### src/rtl/float_gp02_pkg.sv
// Shared constants and types for the GP02 8-bit float multiplier (format 1|4|3, bias 7).
package float_gp02_pkg;

    localparam int unsigned NB_MANT = 3;
    localparam int unsigned NB_EXP  = 4;
    localparam int unsigned BIAS    = 7;
    localparam int unsigned NB_PROD = 2 * (NB_MANT + 1);

    typedef enum logic [1:0] {
        IDLE,
        MULT,
        NORM,
        DONE
    } state_t;

endpackage

### src/rtl/multiplicador_mantisa_if.sv
// Operand and result handshake bundle of the mantissa multiplier stage.
interface multiplicador_mantisa_if #(
    parameter int unsigned NB_MANT = float_gp02_pkg::NB_MANT,
    parameter int unsigned NB_EXP  = float_gp02_pkg::NB_EXP
);

    logic                      i_valid;
    logic                      o_ready;
    logic                      i_signo_1;
    logic                      i_signo_2;
    logic [NB_MANT-1:0]        i_mantisa_1;
    logic [NB_MANT-1:0]        i_mantisa_2;
    logic [NB_EXP-1:0]         i_exponente;
    logic                      o_valid;
    logic                      i_ready;
    logic [NB_EXP+NB_MANT:0]   o_resultado;
    logic                      o_overflow;

    // Block-side view: operands and downstream ready come in, results go out.
    modport slave (
        input  i_valid,
        input  i_signo_1,
        input  i_signo_2,
        input  i_mantisa_1,
        input  i_mantisa_2,
        input  i_exponente,
        input  i_ready,
        output o_ready,
        output o_valid,
        output o_resultado,
        output o_overflow
    );

    modport master (
        output i_valid,
        output i_signo_1,
        output i_signo_2,
        output i_mantisa_1,
        output i_mantisa_2,
        output i_exponente,
        output i_ready,
        input  o_ready,
        input  o_valid,
        input  o_resultado,
        input  o_overflow
    );

endinterface

### src/rtl/multiplicador_mantisa_normalizador.sv
// Combinational normalization: picks mantissa from the product, bumps exponent, saturates.
module multiplicador_mantisa_normalizador #(
    parameter int unsigned NB_MANT = 3,
    parameter int unsigned NB_EXP  = 4
) (
    input  logic [2*(NB_MANT+1)-1:0] i_producto,
    input  logic [NB_EXP-1:0]        i_exponente,
    output logic [NB_MANT-1:0]       o_mantisa,
    output logic [NB_EXP-1:0]        o_exponente,
    output logic                     o_overflow
);

    localparam int unsigned NB_PROD = 2 * (NB_MANT + 1);
    localparam int unsigned MSB     = NB_PROD - 1;

    logic               w_incremento;
    logic [NB_EXP:0]    w_exp_ext;
    logic [NB_MANT-1:0] w_mant_sel;
    logic               w_unused;

    // Product of two values in [1,2) lies in [1,4): MSB set means it is >= 2.
    assign w_incremento = i_producto[MSB];
    assign w_exp_ext    = {1'b0, i_exponente} + (NB_EXP+1)'(w_incremento);
    assign w_mant_sel   = w_incremento ? i_producto[MSB-1 -: NB_MANT]
                                       : i_producto[MSB-2 -: NB_MANT];

    // Bits below the kept mantissa are truncated.
    assign w_unused = ^i_producto[MSB-NB_MANT-2:0];

    always_comb begin
        o_overflow  = w_exp_ext[NB_EXP];
        o_exponente = w_exp_ext[NB_EXP-1:0];
        o_mantisa   = w_mant_sel;
        if (w_exp_ext[NB_EXP]) begin
            o_exponente = '1;
            o_mantisa   = '1;
        end
    end

endmodule

### src/rtl/multiplicador_mantisa.sv
// Sequential shift-add mantissa multiplier with normalization and valid/ready handshakes.
module multiplicador_mantisa
    import float_gp02_pkg::*;
#(
    parameter int unsigned NB_MANT = float_gp02_pkg::NB_MANT,
    parameter int unsigned NB_EXP  = float_gp02_pkg::NB_EXP
) (
    input  logic                    i_clock,
    input  logic                    i_reset,
    multiplicador_mantisa_if.slave  if_bus
);

    localparam int unsigned NB_OPER = NB_MANT + 1;
    localparam int unsigned NB_ACC  = 2 * NB_OPER;
    localparam int unsigned NB_CNTR = (NB_OPER > 1) ? $clog2(NB_OPER) : 1;
    localparam int unsigned NB_OUT  = 1 + NB_EXP + NB_MANT;

    localparam logic [NB_CNTR-1:0] CNT_LAST = NB_CNTR'(NB_MANT);

    state_t               r_state;
    state_t               w_state_next;

    logic [NB_ACC-1:0]    r_multiplicando;
    logic [NB_OPER-1:0]   r_multiplicador;
    logic [NB_ACC-1:0]    r_acc;
    logic [NB_CNTR-1:0]   r_cnt;
    logic                 r_signo;
    logic [NB_EXP-1:0]    r_exp;
    logic [NB_OUT-1:0]    r_resultado;
    logic                 r_overflow;

    logic                 w_accept;
    logic [NB_MANT-1:0]   w_norm_mant;
    logic [NB_EXP-1:0]    w_norm_exp;
    logic                 w_norm_ovf;

    assign w_accept = (r_state == IDLE) && if_bus.i_valid;

    //------------------------------------------------------------------
    // FSM
    //------------------------------------------------------------------
    always_ff @(posedge i_clock or posedge i_reset) begin
        if (i_reset) begin
            r_state <= IDLE;
        end else begin
            r_state <= w_state_next;
        end
    end

    always_comb begin
        w_state_next = r_state;
        case (r_state)
            IDLE: begin
                if (if_bus.i_valid) begin
                    w_state_next = MULT;
                end
            end
            MULT: begin
                if (r_cnt == CNT_LAST) begin
                    w_state_next = NORM;
                end
            end
            NORM: begin
                w_state_next = DONE;
            end
            DONE: begin
                if (if_bus.i_ready) begin
                    w_state_next = IDLE;
                end
            end
            default: begin
                w_state_next = IDLE;
            end
        endcase
    end

    //------------------------------------------------------------------
    // Shift-add datapath
    //------------------------------------------------------------------
    always_ff @(posedge i_clock or posedge i_reset) begin
        if (i_reset) begin
            r_multiplicando <= '0;
            r_multiplicador <= '0;
            r_acc           <= '0;
            r_cnt           <= '0;
        end else if (w_accept) begin
            r_multiplicando <= {{(NB_ACC-NB_OPER){1'b0}}, 1'b1, if_bus.i_mantisa_1};
            r_multiplicador <= {1'b1, if_bus.i_mantisa_2};
            r_acc           <= '0;
            r_cnt           <= '0;
        end else if (r_state == MULT) begin
            if (r_multiplicador[0]) begin
                r_acc <= r_acc + r_multiplicando;
            end
            r_multiplicando <= r_multiplicando << 1;
            r_multiplicador <= r_multiplicador >> 1;
            r_cnt           <= r_cnt + NB_CNTR'(1);
        end
    end

    always_ff @(posedge i_clock or posedge i_reset) begin
        if (i_reset) begin
            r_signo <= 1'b0;
            r_exp   <= '0;
        end else if (w_accept) begin
            r_signo <= if_bus.i_signo_1 ^ if_bus.i_signo_2;
            r_exp   <= if_bus.i_exponente;
        end
    end

    //------------------------------------------------------------------
    // Normalization and result register
    //------------------------------------------------------------------
    multiplicador_mantisa_normalizador #(
        .NB_MANT (NB_MANT),
        .NB_EXP  (NB_EXP)
    ) u_normalizador (
        .i_producto  (r_acc),
        .i_exponente (r_exp),
        .o_mantisa   (w_norm_mant),
        .o_exponente (w_norm_exp),
        .o_overflow  (w_norm_ovf)
    );

    // Result is written only in NORM and otherwise keeps the last value.
    always_ff @(posedge i_clock or posedge i_reset) begin
        if (i_reset) begin
            r_resultado <= '0;
            r_overflow  <= 1'b0;
        end else if (r_state == NORM) begin
            r_resultado <= {r_signo, w_norm_exp, w_norm_mant};
            r_overflow  <= w_norm_ovf;
        end
    end

    assign if_bus.o_ready     = (r_state == IDLE);
    assign if_bus.o_valid     = (r_state == DONE);
    assign if_bus.o_resultado = r_resultado;
    assign if_bus.o_overflow  = r_overflow;

endmodule

### src/flat_wrapper.sv
// flat-port wrapper written by rule: the top's interface ports become plain ports
module multiplicador_mantisa_flat import float_gp02_pkg::*;
#(
    parameter int unsigned NB_MANT = float_gp02_pkg::NB_MANT,
    parameter int unsigned NB_EXP  = float_gp02_pkg::NB_EXP
)
  (i_clock, i_reset, if_bus_i_valid, if_bus_i_signo_1, if_bus_i_signo_2, if_bus_i_mantisa_1, if_bus_i_mantisa_2, if_bus_i_exponente, if_bus_i_ready, if_bus_o_ready, if_bus_o_valid, if_bus_o_resultado, if_bus_o_overflow);
  multiplicador_mantisa_if #(.NB_MANT(NB_MANT), .NB_EXP(NB_EXP)) if_bus_i ();
  input  logic i_clock;
  input  logic i_reset;
  input wire logic [$bits(if_bus_i.i_valid)-1:0] if_bus_i_valid;
  input wire logic [$bits(if_bus_i.i_signo_1)-1:0] if_bus_i_signo_1;
  input wire logic [$bits(if_bus_i.i_signo_2)-1:0] if_bus_i_signo_2;
  input wire logic [$bits(if_bus_i.i_mantisa_1)-1:0] if_bus_i_mantisa_1;
  input wire logic [$bits(if_bus_i.i_mantisa_2)-1:0] if_bus_i_mantisa_2;
  input wire logic [$bits(if_bus_i.i_exponente)-1:0] if_bus_i_exponente;
  input wire logic [$bits(if_bus_i.i_ready)-1:0] if_bus_i_ready;
  output wire logic [$bits(if_bus_i.o_ready)-1:0] if_bus_o_ready;
  output wire logic [$bits(if_bus_i.o_valid)-1:0] if_bus_o_valid;
  output wire logic [$bits(if_bus_i.o_resultado)-1:0] if_bus_o_resultado;
  output wire logic [$bits(if_bus_i.o_overflow)-1:0] if_bus_o_overflow;
  assign if_bus_i.i_valid = if_bus_i_valid;
  assign if_bus_i.i_signo_1 = if_bus_i_signo_1;
  assign if_bus_i.i_signo_2 = if_bus_i_signo_2;
  assign if_bus_i.i_mantisa_1 = if_bus_i_mantisa_1;
  assign if_bus_i.i_mantisa_2 = if_bus_i_mantisa_2;
  assign if_bus_i.i_exponente = if_bus_i_exponente;
  assign if_bus_i.i_ready = if_bus_i_ready;
  assign if_bus_o_ready = if_bus_i.o_ready;
  assign if_bus_o_valid = if_bus_i.o_valid;
  assign if_bus_o_resultado = if_bus_i.o_resultado;
  assign if_bus_o_overflow = if_bus_i.o_overflow;
  multiplicador_mantisa #(.NB_MANT(NB_MANT), .NB_EXP(NB_EXP)) u_core (.i_clock(i_clock), .i_reset(i_reset), .if_bus(if_bus_i));
endmodule
### config.mk
export PLATFORM = sky130hd
export DESIGN_NAME = multiplicador_mantisa_flat
export DESIGN_NICKNAME = d
export VERILOG_FILES = /design/src/rtl/float_gp02_pkg.sv /design/src/rtl/multiplicador_mantisa_if.sv /design/src/rtl/multiplicador_mantisa_normalizador.sv /design/src/rtl/multiplicador_mantisa.sv /design/src/flat_wrapper.sv
export SDC_FILE = /design/constraint.sdc
export NUM_CORES = 1
export LEC_CHECK = 0
export ABC_AREA = 1
export CAP_MARGIN = 25
export CORE_ASPECT_RATIO = 1.5
export CORE_MARGIN = 5
export CORE_UTILIZATION = 24
export DETAILED_ROUTE_END_ITERATION = 10
export SYNTH_ARGS = -nofsm -noshare
export SYNTH_HDL_FRONTEND = slang
export SYNTH_SLANG_ARGS = --single-unit
### constraint.sdc
create_clock -name i_clock -period 1.8 [get_ports i_clock]
set_input_delay 0.18 -clock i_clock [delete_from_list [all_inputs] [get_ports i_clock]]
set_output_delay 0.18 -clock i_clock [all_outputs]
set_load 0.05 [all_outputs]
==> results of run 1 <==
-- final timing paths --
path / endpoint / depth (start not counted) / slack [ns] / start
max reg2reg: u_core.r_acc[3]$_DFFE_PP0P_ / 9 / 0.17 / u_core.r_state[0]$_DFFE_PP0P_
min: u_core.if_bus.o_resultado[5]$_DFFE_PP0P_ / 3 / 0.32 / i_reset
min reg2reg: u_core.if_bus.o_resultado[5]$_DFFE_PP0P_ / 2 / 0.48 / u_core.if_bus.o_resultado[5]$_DFFE_PP0P_
max: if_bus_o_resultado[0] / 1 / 0.16 / u_core.if_bus.o_resultado[0]$_DFFE_PP0P_
min in group i_clock: u_core.r_exp[2]$_DFFE_PP0P_ / 3 / 0.44 / if_bus_i_exponente[2]
max in group asynchronous: u_core.r_acc[4]$_DFFE_PP0P_ / 3 / 1.13 / i_reset
-- sequential cells by signal (all words and copies together), names as in the netlist --
signal                     flops
u_core.if_bus.o_overflow       1
u_core.if_bus.o_resultado      8
u_core.r_acc                   8
u_core.r_cnt                   2
u_core.r_exp                   4
u_core.r_multiplicador         4
u_core.r_multiplicando         8
u_core.r_signo                 1
u_core.r_state                 2
-- layer usage --
metal	vias up	track usage
met2	30	0.163
met1	770	0.0911
met3	19	0.0188
met4	0	0.0495
li1	847	-
met5	-	0
-- report_power, final --
group	total (mW)	leakage (nW)	internal, mW	switching (mW)
combinational	2.44	0.728	0.924	1.52
sequential	1.53	0.476	1.26	0.277
clock	1.16	0.0971	0.831	0.332
-- cell families after synthesis --
family / share of synthesized area
DFF: 0.469
xor gates and xnor gates: 0.0173
and+or+nand+nor: 0.204
adders and majority gates: 0.103
buffers and inverters: 0.0834
AOI/OAI and AO/OA: 0.123
-- final cells by class --
type                            instances  area (sq um)  share of cell area
Multi-Input combinational cell        163           906               0.344
Sequential cell                        38           951               0.361
Tap cell                              107           134              0.0508
Timing Repair Buffer                   32           313               0.119
Inverter                               35           131              0.0499
Clock inverter                          2          60.1              0.0228
Clock buffer                            6           139              0.0527
-- placed cells by master, fill, tap and decap left out, types with 3 or more instances in the layout --
| cell type | n |
|---|---|
| o21ai_0 | 19 |
| nand3_1 | 15 |
| inv_2 | 3 |
| buf_4 | 7 |
| nand2_1 | 66 |
| a21oi_1 | 6 |
| o211ai_1 | 3 |
| inv_1 | 32 |
| clkdlybuf4s50_1 | 24 |
| clkbuf_16 | 5 |
| ha_1 | 15 |
| nor2_1 | 18 |
| dfrtp_1 | 38 |
-- stage by stage --
stage | util | area (sq um) | hold WS [ns] | std cells
floorplan | - | 2030 | 0.290 | 242
global placement | 0.293 | 2430 | 0.471 | 375
detailed placement | 0.293 | 2430 | 0.477 | 375
CTS | 0.317 | 2630 | 0.351 | 383
global route | 0.317 | 2630 | 0.405 | 383
finish | 0.317 | 2630 | 0.324 | 383
==> run metrics, run 1 <==
post-synthesis cell count 242; Slew Limit Fails 0; Slew HR 0.665; RSZ-0062 raised after global routing false; PD cells 1950 nW/um^2; cts repair resizes 0; slowest CP cell clkdlybuf4s50_1; initial core utilization 0.244; FILL cells between 800 and 900; CTS H-tree depth 2; Unique masters post-synth 29; asr flop ratio synth 1.00; detailed route wirelength on metal3 between 100 and 150 um; Tightest Pin Transition ~0.5 ns; Hold Crit Class in2async; via/cell ratio approximately 4.3; status completed; Final Hold Fails 0; clock root buffer clkbuf_16; crit end category output port; DIE HEIGHT ~120 um; DIE AREA 10400 sq um; Setup WS pre-CTS 0.201 ns; register clock-pin slew on the reported worst setup and hold paths 0.06 ns; row cnt a little over 40; CP max stage delay slightly above 0.8 ns; uppermost routed layer met4; Critical Path RT 1.62 ns; Met2 Wirelength roughly 2.3 mm; crit share post-route 0.909; area leader, netlist dfrtp_1; Met1 Wirelength ~1.8 mm; crit path cell chain clkdlybuf4s50_1; Worst Path Max Fanout 2; # diodes 0; routability congestion estimate from global placement between 0.8 and 0.9; CP Launch Type register; Sum Neg Setup Slack 0 ns; Worst Path Arrival about 1.5 ns; mapped cell area between 2000 and 2500 sq um; crit path kind reg2out; Final nets approximately 310; via count about 1700; PortBufs 26; top-count cell post-synth nand2_1; largest cells by area after synthesis dfrtp_1 (47%), nand2_1 (12%), ha_1 (9.3%); Post-CTS Hold Buffers 0; Worst-Skew Late Latency roughly 0.28 ns; core area between 8000 and 9000 sq um; CTS Buf Count 5; Yosys top cell area share 0.469; largest net degree at the start of global routing 39; Pleak between 1 and 1.5 nW; post-synthesis sequential area ratio 0.469; CP bufs+invs 1; Mean Syn Cell Area 8.37 sq um; Routed Antenna Nets 0; synthesized flop and latch total 38; clock sinks 38; FMAX slightly above 0.6 GHz; post-layout min period about 1.6 ns; Top Ports 27; grt ovf 0; CTS tree yes; DP HPWL ~3.5 mm; vias in the first global route 1653; Starting DRT DRC Count 54; Synth Warn # 0; GRT Total Usage 0.0883; clk_skew about 0.0044 ns; drt wl/cell approximately 12 um; setup bufs post-CTS 0; critical path's top delay family buffers and inverters; number of synthesized flops with an enable pin 0; first-pass GRT wire length about 7.4 mm; Max-Cap Viols 0; fraction of layout cells with a size suffix above 1 0.0833; Longest Clk Path Bufs 2; area grow syn2layout 30.0%; Synth Flop Type dfrtp_1; Final Setup Violations 0; Post-synth top cells nand2_1 (66), dfrtp_1 (38), inv_1 (32), o21ai_0 (19), nor2_1 (18); DR DRC count 0; Die Wd about 85 um; Detailed Routing Iterations Pass 1 4; initial antenna violation count 0; drt total wl between 4 and 5 mm; Pwr Total ~5 mW; maximum VDD drop approximately 960 uV; setup ws final 0.164 ns; Syn Nets approximately 270
Note: power is estimated with default switching activity, not from simulation.
==> run 2, diff against run 1 <==
--- a/config.mk
+++ b/config.mk
@@ -5,7 +5,7 @@
 export SDC_FILE = /design/constraint.sdc
 export NUM_CORES = 1
 export LEC_CHECK = 0
-export ABC_AREA = 1
+export ABC_AREA = 0
 export CAP_MARGIN = 25
 export CORE_ASPECT_RATIO = 1.5
 export CORE_MARGIN = 5
==> run metrics, run 2 <==
violated checks negative setup slack; largest net degree at the start of global routing 39; PortBufs 26; FMAX around 0.55 GHz; Mean Syn Cell Area between 9 and 10 sq um; WHS about 0.32 ns; fraction of layout cells with a size suffix above 1 0.200; PD cells between 1500 and 2000 nW/um^2; crit end category register; drt total wl ~4.7 mm; crit path cell chain ha_2 -> inv_2 -> fa_2 -> and2b_1 -> o21a_2 -> o21bai_2 -> a2111o_1 -> nand3_1; via/cell ratio about 4.5; Synth Flop Type dfrtp_1; synthesized flop and latch total 38; initial core utilization 0.247; drt wl/cell 13.1 um; Longest Clk Path Bufs 2; Yosys top cell area share 0.455; CTS H-tree depth 2; Final Hold Fails 0; GRT Total Usage 0.0895; Critical Path Stages 8; DIE AREA between 10000 and 15000 sq um; clock root buffer clkbuf_16; Pleak 1.20 nW; Synth Warn # 0; Slew HR 0.669; Max-Cap Viols 0; Worst Path Max Fanout 3; mapped cell area between 2000 and 2500 sq um; CP max stage delay roughly 0.36 ns; largest cells by area after synthesis dfrtp_1 (46%), ha_1 (9.0%), mux2i_1 (8.1%); number of synthesized flops with an enable pin 0; post-synthesis sequential area ratio 0.455; Design Area, Final about 2800 sq um; setup ws final -0.0232 ns; R2R setup slack -0.02 ns; Critical Path RT 2.01 ns; post-synthesis cell count 209; initial antenna violation count 0; vias in the first global route roughly 1700; Worst-Skew Late Latency about 0.28 ns; asr flop ratio synth 1.00; CTS tree yes; Hold Crit Class in2async; DIE HEIGHT approximately 120 um; first-pass GRT wire length around 8 mm; Setup WS pre-CTS -0.0507 ns; Detailed Routing Iterations Pass 1 4; register clock-pin slew on the reported worst setup and hold paths ~0.06 ns; clk_skew slightly above 0.005 ns; Worst R2R Path Depth 8; # diodes 0; routability congestion estimate from global placement approximately 0.84; DP HPWL between 3 and 4 mm; Unique masters post-synth just over 40; Top Ports 27; slowest CP cell a2111o_1; RSZ-0062 raised after global routing true; post-layout min period about 1.8 ns; Final Setup Violations 1; Syn Nets 241; most common cell after layout, fill and taps aside dfrtp_1; most frequent cells in the layout dfrtp_1 (37), nand2_1 (32), buf_4 (22); area grow syn2layout 32.4%; Starting DRT DRC Count 72; FILL cells between 800 and 900; top-count cell post-synth dfrtp_1; Die Wd approximately 86 um; RR Startpoint u_core.r_multiplicando[0]$_DFFE_PP0P_; post-place instance area around 2500 sq um; clock sinks 38; DR DRC count 0; via count around 1600; Worst Path Arrival 2.04 ns; critical path's top delay family compound AO/OA/AOI/OAI gates; Slew Limit Fails 0; Post-synth top cells dfrtp_1 (38), nand2_1 (32), mux2i_1 (17), nor2_1 (17); register area around 950 sq um; crit path kind reg2reg; row cnt 41; status finished, violations left; Routed Antenna Nets 0; area leader, netlist dfrtp_1; CP Launch Type register; maximum VDD drop approximately 500 uV; Tightest Pin Transition 0.494 ns; CP bufs+invs 1; grt ovf 0; Final nets 282; Crit Reg-Reg Endpoint u_core.r_acc[6]$_DFFE_PP0P_; area of the multi-input gates ~1100 sq um; CTS Buf Count 5; crit share post-route 1.01; core area around 8500 sq um
run 2: changes by cell type after synthesis, sizes merged, moves of 3 or more:
cell    change
nand2      -35
inv        -24
mux2i      +17
nand3       -9
o21ai       -5
a211oi      +3
and2        +3
nor3        +3
run 2: worst min-delay path, stage by stage:
cell             delay [ns]
clkdlybuf4s50_1        0.39
inv_1                  0.05
buf_4                  0.41
run 2: final cells by class:
type	count	share of cell area
Clock buffer	7	0.0479
Timing Repair Buffer	44	0.143
Multi-Input combinational cell	150	0.402
Inverter	11	0.0149
Tap cell	107	0.0484
Sequential cell	38	0.344
run 2: through the flow:
stage	TNS, ns	util	std cells	power (mW)
floorplan	0	-	209	3.33
global placement	-0.00507	0.298	344	4.01
detailed placement	-0.0507	0.298	344	4.07
CTS	-0.0332	0.313	351	4.91
global route	-0.113	0.327	357	5.51
finish	-0.0232	0.327	357	5.12
run 2: cell families after synthesis:
family | count (synthesis) | share of synthesized area
compound gates | 41 | 0.132
fa+ha+maj | 16 | 0.0994
flops | 38 | 0.455
simple gates | 72 | 0.164
mux | 19 | 0.0922
buf+inv | 21 | 0.0485
xor+xnor | 2 | 0.00838
run 2: power breakdown:
part,internal [mW],switching [mW]
Combinational,1.24,1.51
Clock,0.506,0.309
Sequential,1.25,0.305
run 2: per-layer routing:
metal  vias up  part of all wire  global-route usage
li1        797                 -                   -
met1       772              0.40              0.0993
met2        18              0.55               0.160
met3         6             0.036              0.0258
met4         0             0.014              0.0303
met5         -                 0                   0
run 2: worst max-delay path by stage:
stage | from | to | slack [ns]
floorplan | u_core.r_multiplicando[0]$_DFFE_PP0P_ | u_core.r_acc[6]$_DFFE_PP0P_ | 0.002
CTS | u_core.r_multiplicando[0]$_DFFE_PP0P_ | u_core.r_acc[6]$_DFFE_PP0P_ | -0.03
global placement | u_core.r_multiplicando[0]$_DFFE_PP0P_ | u_core.r_acc[6]$_DFFE_PP0P_ | -0.005
detailed placement | u_core.r_multiplicando[0]$_DFFE_PP0P_ | u_core.r_acc[6]$_DFFE_PP0P_ | -0.05
global route | u_core.r_multiplicando[0]$_DFFE_PP0P_ | u_core.r_acc[6]$_DFFE_PP0P_ | -0.11
finish | u_core.r_multiplicando[0]$_DFFE_PP0P_ | u_core.r_acc[6]$_DFFE_PP0P_ | -0.02
run 2: repair_timing:
item	in CTS	in global routing
gates cloned	0	0
setup buffers	0	6
endpoints found under the setup margin	1	5
gates resized for setup	0	11
pin swaps	3	6
hold buffers	0	0
==> run 3, diff against run 2 <==
--- a/config.mk
+++ b/config.mk
@@ -8,9 +8,9 @@
 export ABC_AREA = 0
 export CAP_MARGIN = 25
 export CORE_ASPECT_RATIO = 1.5
-export CORE_MARGIN = 5
-export CORE_UTILIZATION = 24
+export CORE_UTILIZATION = 55
 export DETAILED_ROUTE_END_ITERATION = 10
+export PLACE_DENSITY = 0.79
 export SYNTH_ARGS = -nofsm -noshare
 export SYNTH_HDL_FRONTEND = slang
 export SYNTH_SLANG_ARGS = --single-unit
==> run metrics, run 3 (same netlist as run 2, synthesis figures left out) <==
DIE AREA a little over 4000 sq um; setup ws final -0.0376 ns; R2R setup slack -0.04 ns; Pwr Total around 4.7 mW; core area approximately 3600 sq um; PD cells between 1500 and 2000 nW/um^2; Post-CTS Hold Buffers 0; initial antenna violation count 0; post-layout min period about 1.8 ns; Final nets around 280; row cnt 27; via count 1619; clock root buffer clkbuf_8; Pleak approximately 1.1 nW; most common cell after layout, fill and taps aside dfrtp_1; DR DRC count 0; Worst Path Arrival just over 2 ns; Critical Path RT roughly 2.0 ns; Inst Count DP around 280; DP HPWL 3.15 mm; drt wl/cell around 15 um; register clock-pin slew on the reported worst setup and hold paths about 0.07 ns; Detailed Routing Iterations Pass 1 4; crit share post-route 1.02; largest net degree at the start of global routing 39; Seq pwr share 0.333; Top Ports 27; Sw Pwr approximately 2.1 mW; status finished, violations left; crit end category register; Power Internal roughly 2.6 mW; fraction of layout cells with a size suffix above 1 0.172; CTS Buf Count 5; routability congestion estimate from global placement between 0.7 and 0.8; Longest Clk Path Bufs 2; FMAX 0.544 GHz; Slew Limit Fails 0; CTS tree yes; crit path kind reg2reg; DIE HEIGHT 77.5 um; grt ovf 0; Worst Path Max Fanout 3; GRT Total Usage 0.242; Final Hold Fails 0; Max-Cap Viols 0; CP Launch Type register; Sw Share 0.441; Worst-Skew Late Latency between 0.2 and 0.3 ns; most frequent cells in the layout dfrtp_1 (36), nand2_1 (32), clkdlybuf4s50_1 (24); Tightest Pin Transition around 0.50 ns; Die Wd 52.3 um; Hold Crit Class in2async; via/cell ratio between 5 and 6; Routed Antenna Nets 0; drt total wl 4.44 mm; first-pass GRT wire length 7.19 mm; vias in the first global route ~1600; power share of the clock group 0.116; CTS H-tree depth 2; RSZ-0062 raised after global routing true; clk_skew ~0.0022 ns; clock sinks 38; fin cells between 200 and 300; # diodes 0; Final Setup Violations 1; maximum VDD drop roughly 1200 uV; Starting DRT DRC Count 40; violated checks negative setup slack; Slew HR 0.668; initial core utilization 0.573; area grow syn2layout 23.7%; combinational power share 0.551; PortBufs 26
-- run 3: changes by cell type in the layout (fill, tap and decap cells not counted), sizes merged --
cell	before	now
clkbuf	7	5
buf	23	14
clkinv	0	2
clkdlybuf4s50	21	24
-- run 3: layout make-up --
cell class / instances / area, sq um
Clock buffer: 5 / 68.8
Fill cell: 277 / 1060
Clock inverter: 2 / 10.0
Sequential cell: 38 / 953
Timing Repair Buffer: 38 / 362
Tap cell: 43 / 53.8
Multi-Input combinational cell: 150 / 1090
Inverter: 11 / 41.3
-- run 3: routing by layer --
layer / vias to the layer above / share of wire / GRT usage
li1: 793 / - / -
met1: 778 / 0.39 / 0.272
met2: 36 / 0.55 / 0.422
met3: 12 / 0.034 / 0.0529
met4: 0 / 0.028 / 0.103
met5: - / 0 / 0
-- run 3: worst max-delay path, cell delays in order (launching register included) --
cell and delay [ns]:
dfrtp_1 0.35, ha_2 0.19, inv_2 0.04, fa_2 0.33
and2b_1 0.21, o21a_2 0.14, o21bai_2 0.07, a2111o_1 0.36
nand3_1 0.08
-- run 3: path summary, 6_finish.rpt --
check	start	endpoint	cells past startpoint
setup / recovery	u_core.r_acc[0]$_DFFE_PP0P_	u_core.r_acc[6]$_DFFE_PP0P_	8
hold / removal	i_reset	u_core.if_bus.o_resultado[6]$_DFFE_PP0P_	3
setup reg to reg	u_core.r_acc[0]$_DFFE_PP0P_	u_core.r_acc[6]$_DFFE_PP0P_	8
max in group asynchronous	i_reset	u_core.r_multiplicando[4]$_DFFE_PP0P_	3
min in group i_clock	if_bus_i_exponente[1]	u_core.r_exp[1]$_DFFE_PP0P_	3
hold reg to reg	u_core.r_signo$_DFFE_PP0P_	u_core.r_signo$_DFFE_PP0P_	2
-- run 3: power by group through the flow --
stage / registers (mW) / logic (mW) / clock network, mW
floorplan: 1.82 / 1.51 / 0
global placement: 1.54 / 2.42 / 0
detailed placement: 1.56 / 2.49 / 0
CTS: 1.55 / 2.52 / 0.565
global route: 1.62 / 2.86 / 0.603
finish: 1.58 / 2.61 / 0.551
-- run 3: repair_timing --
item	4_1_cts	5_1_grt
endpoints found under the hold margin	0	0
setup buffers	1	1
setup endpoints to repair	1	4
resized for setup	0	11
pin swaps	1	5
-- run 3: stage by stage --
step	instance area [sq um]	hold WS [ns]	setup WS, ns	util	TNS (ns)
4_1_cts	2520	0.323	-0.0350	0.690	-0.0574
3_5_place_dp	2430	0.470	-0.0394	0.666	-0.0394
6_report	2580	0.297	-0.0376	0.708	-0.0376
5_1_grt	2580	0.386	-0.119	0.708	-0.142
3_3_place_gp	2430	0.458	-0.000189	0.666	-0.000189
2_1_floorplan	2090	0.285	0.00165	-	0
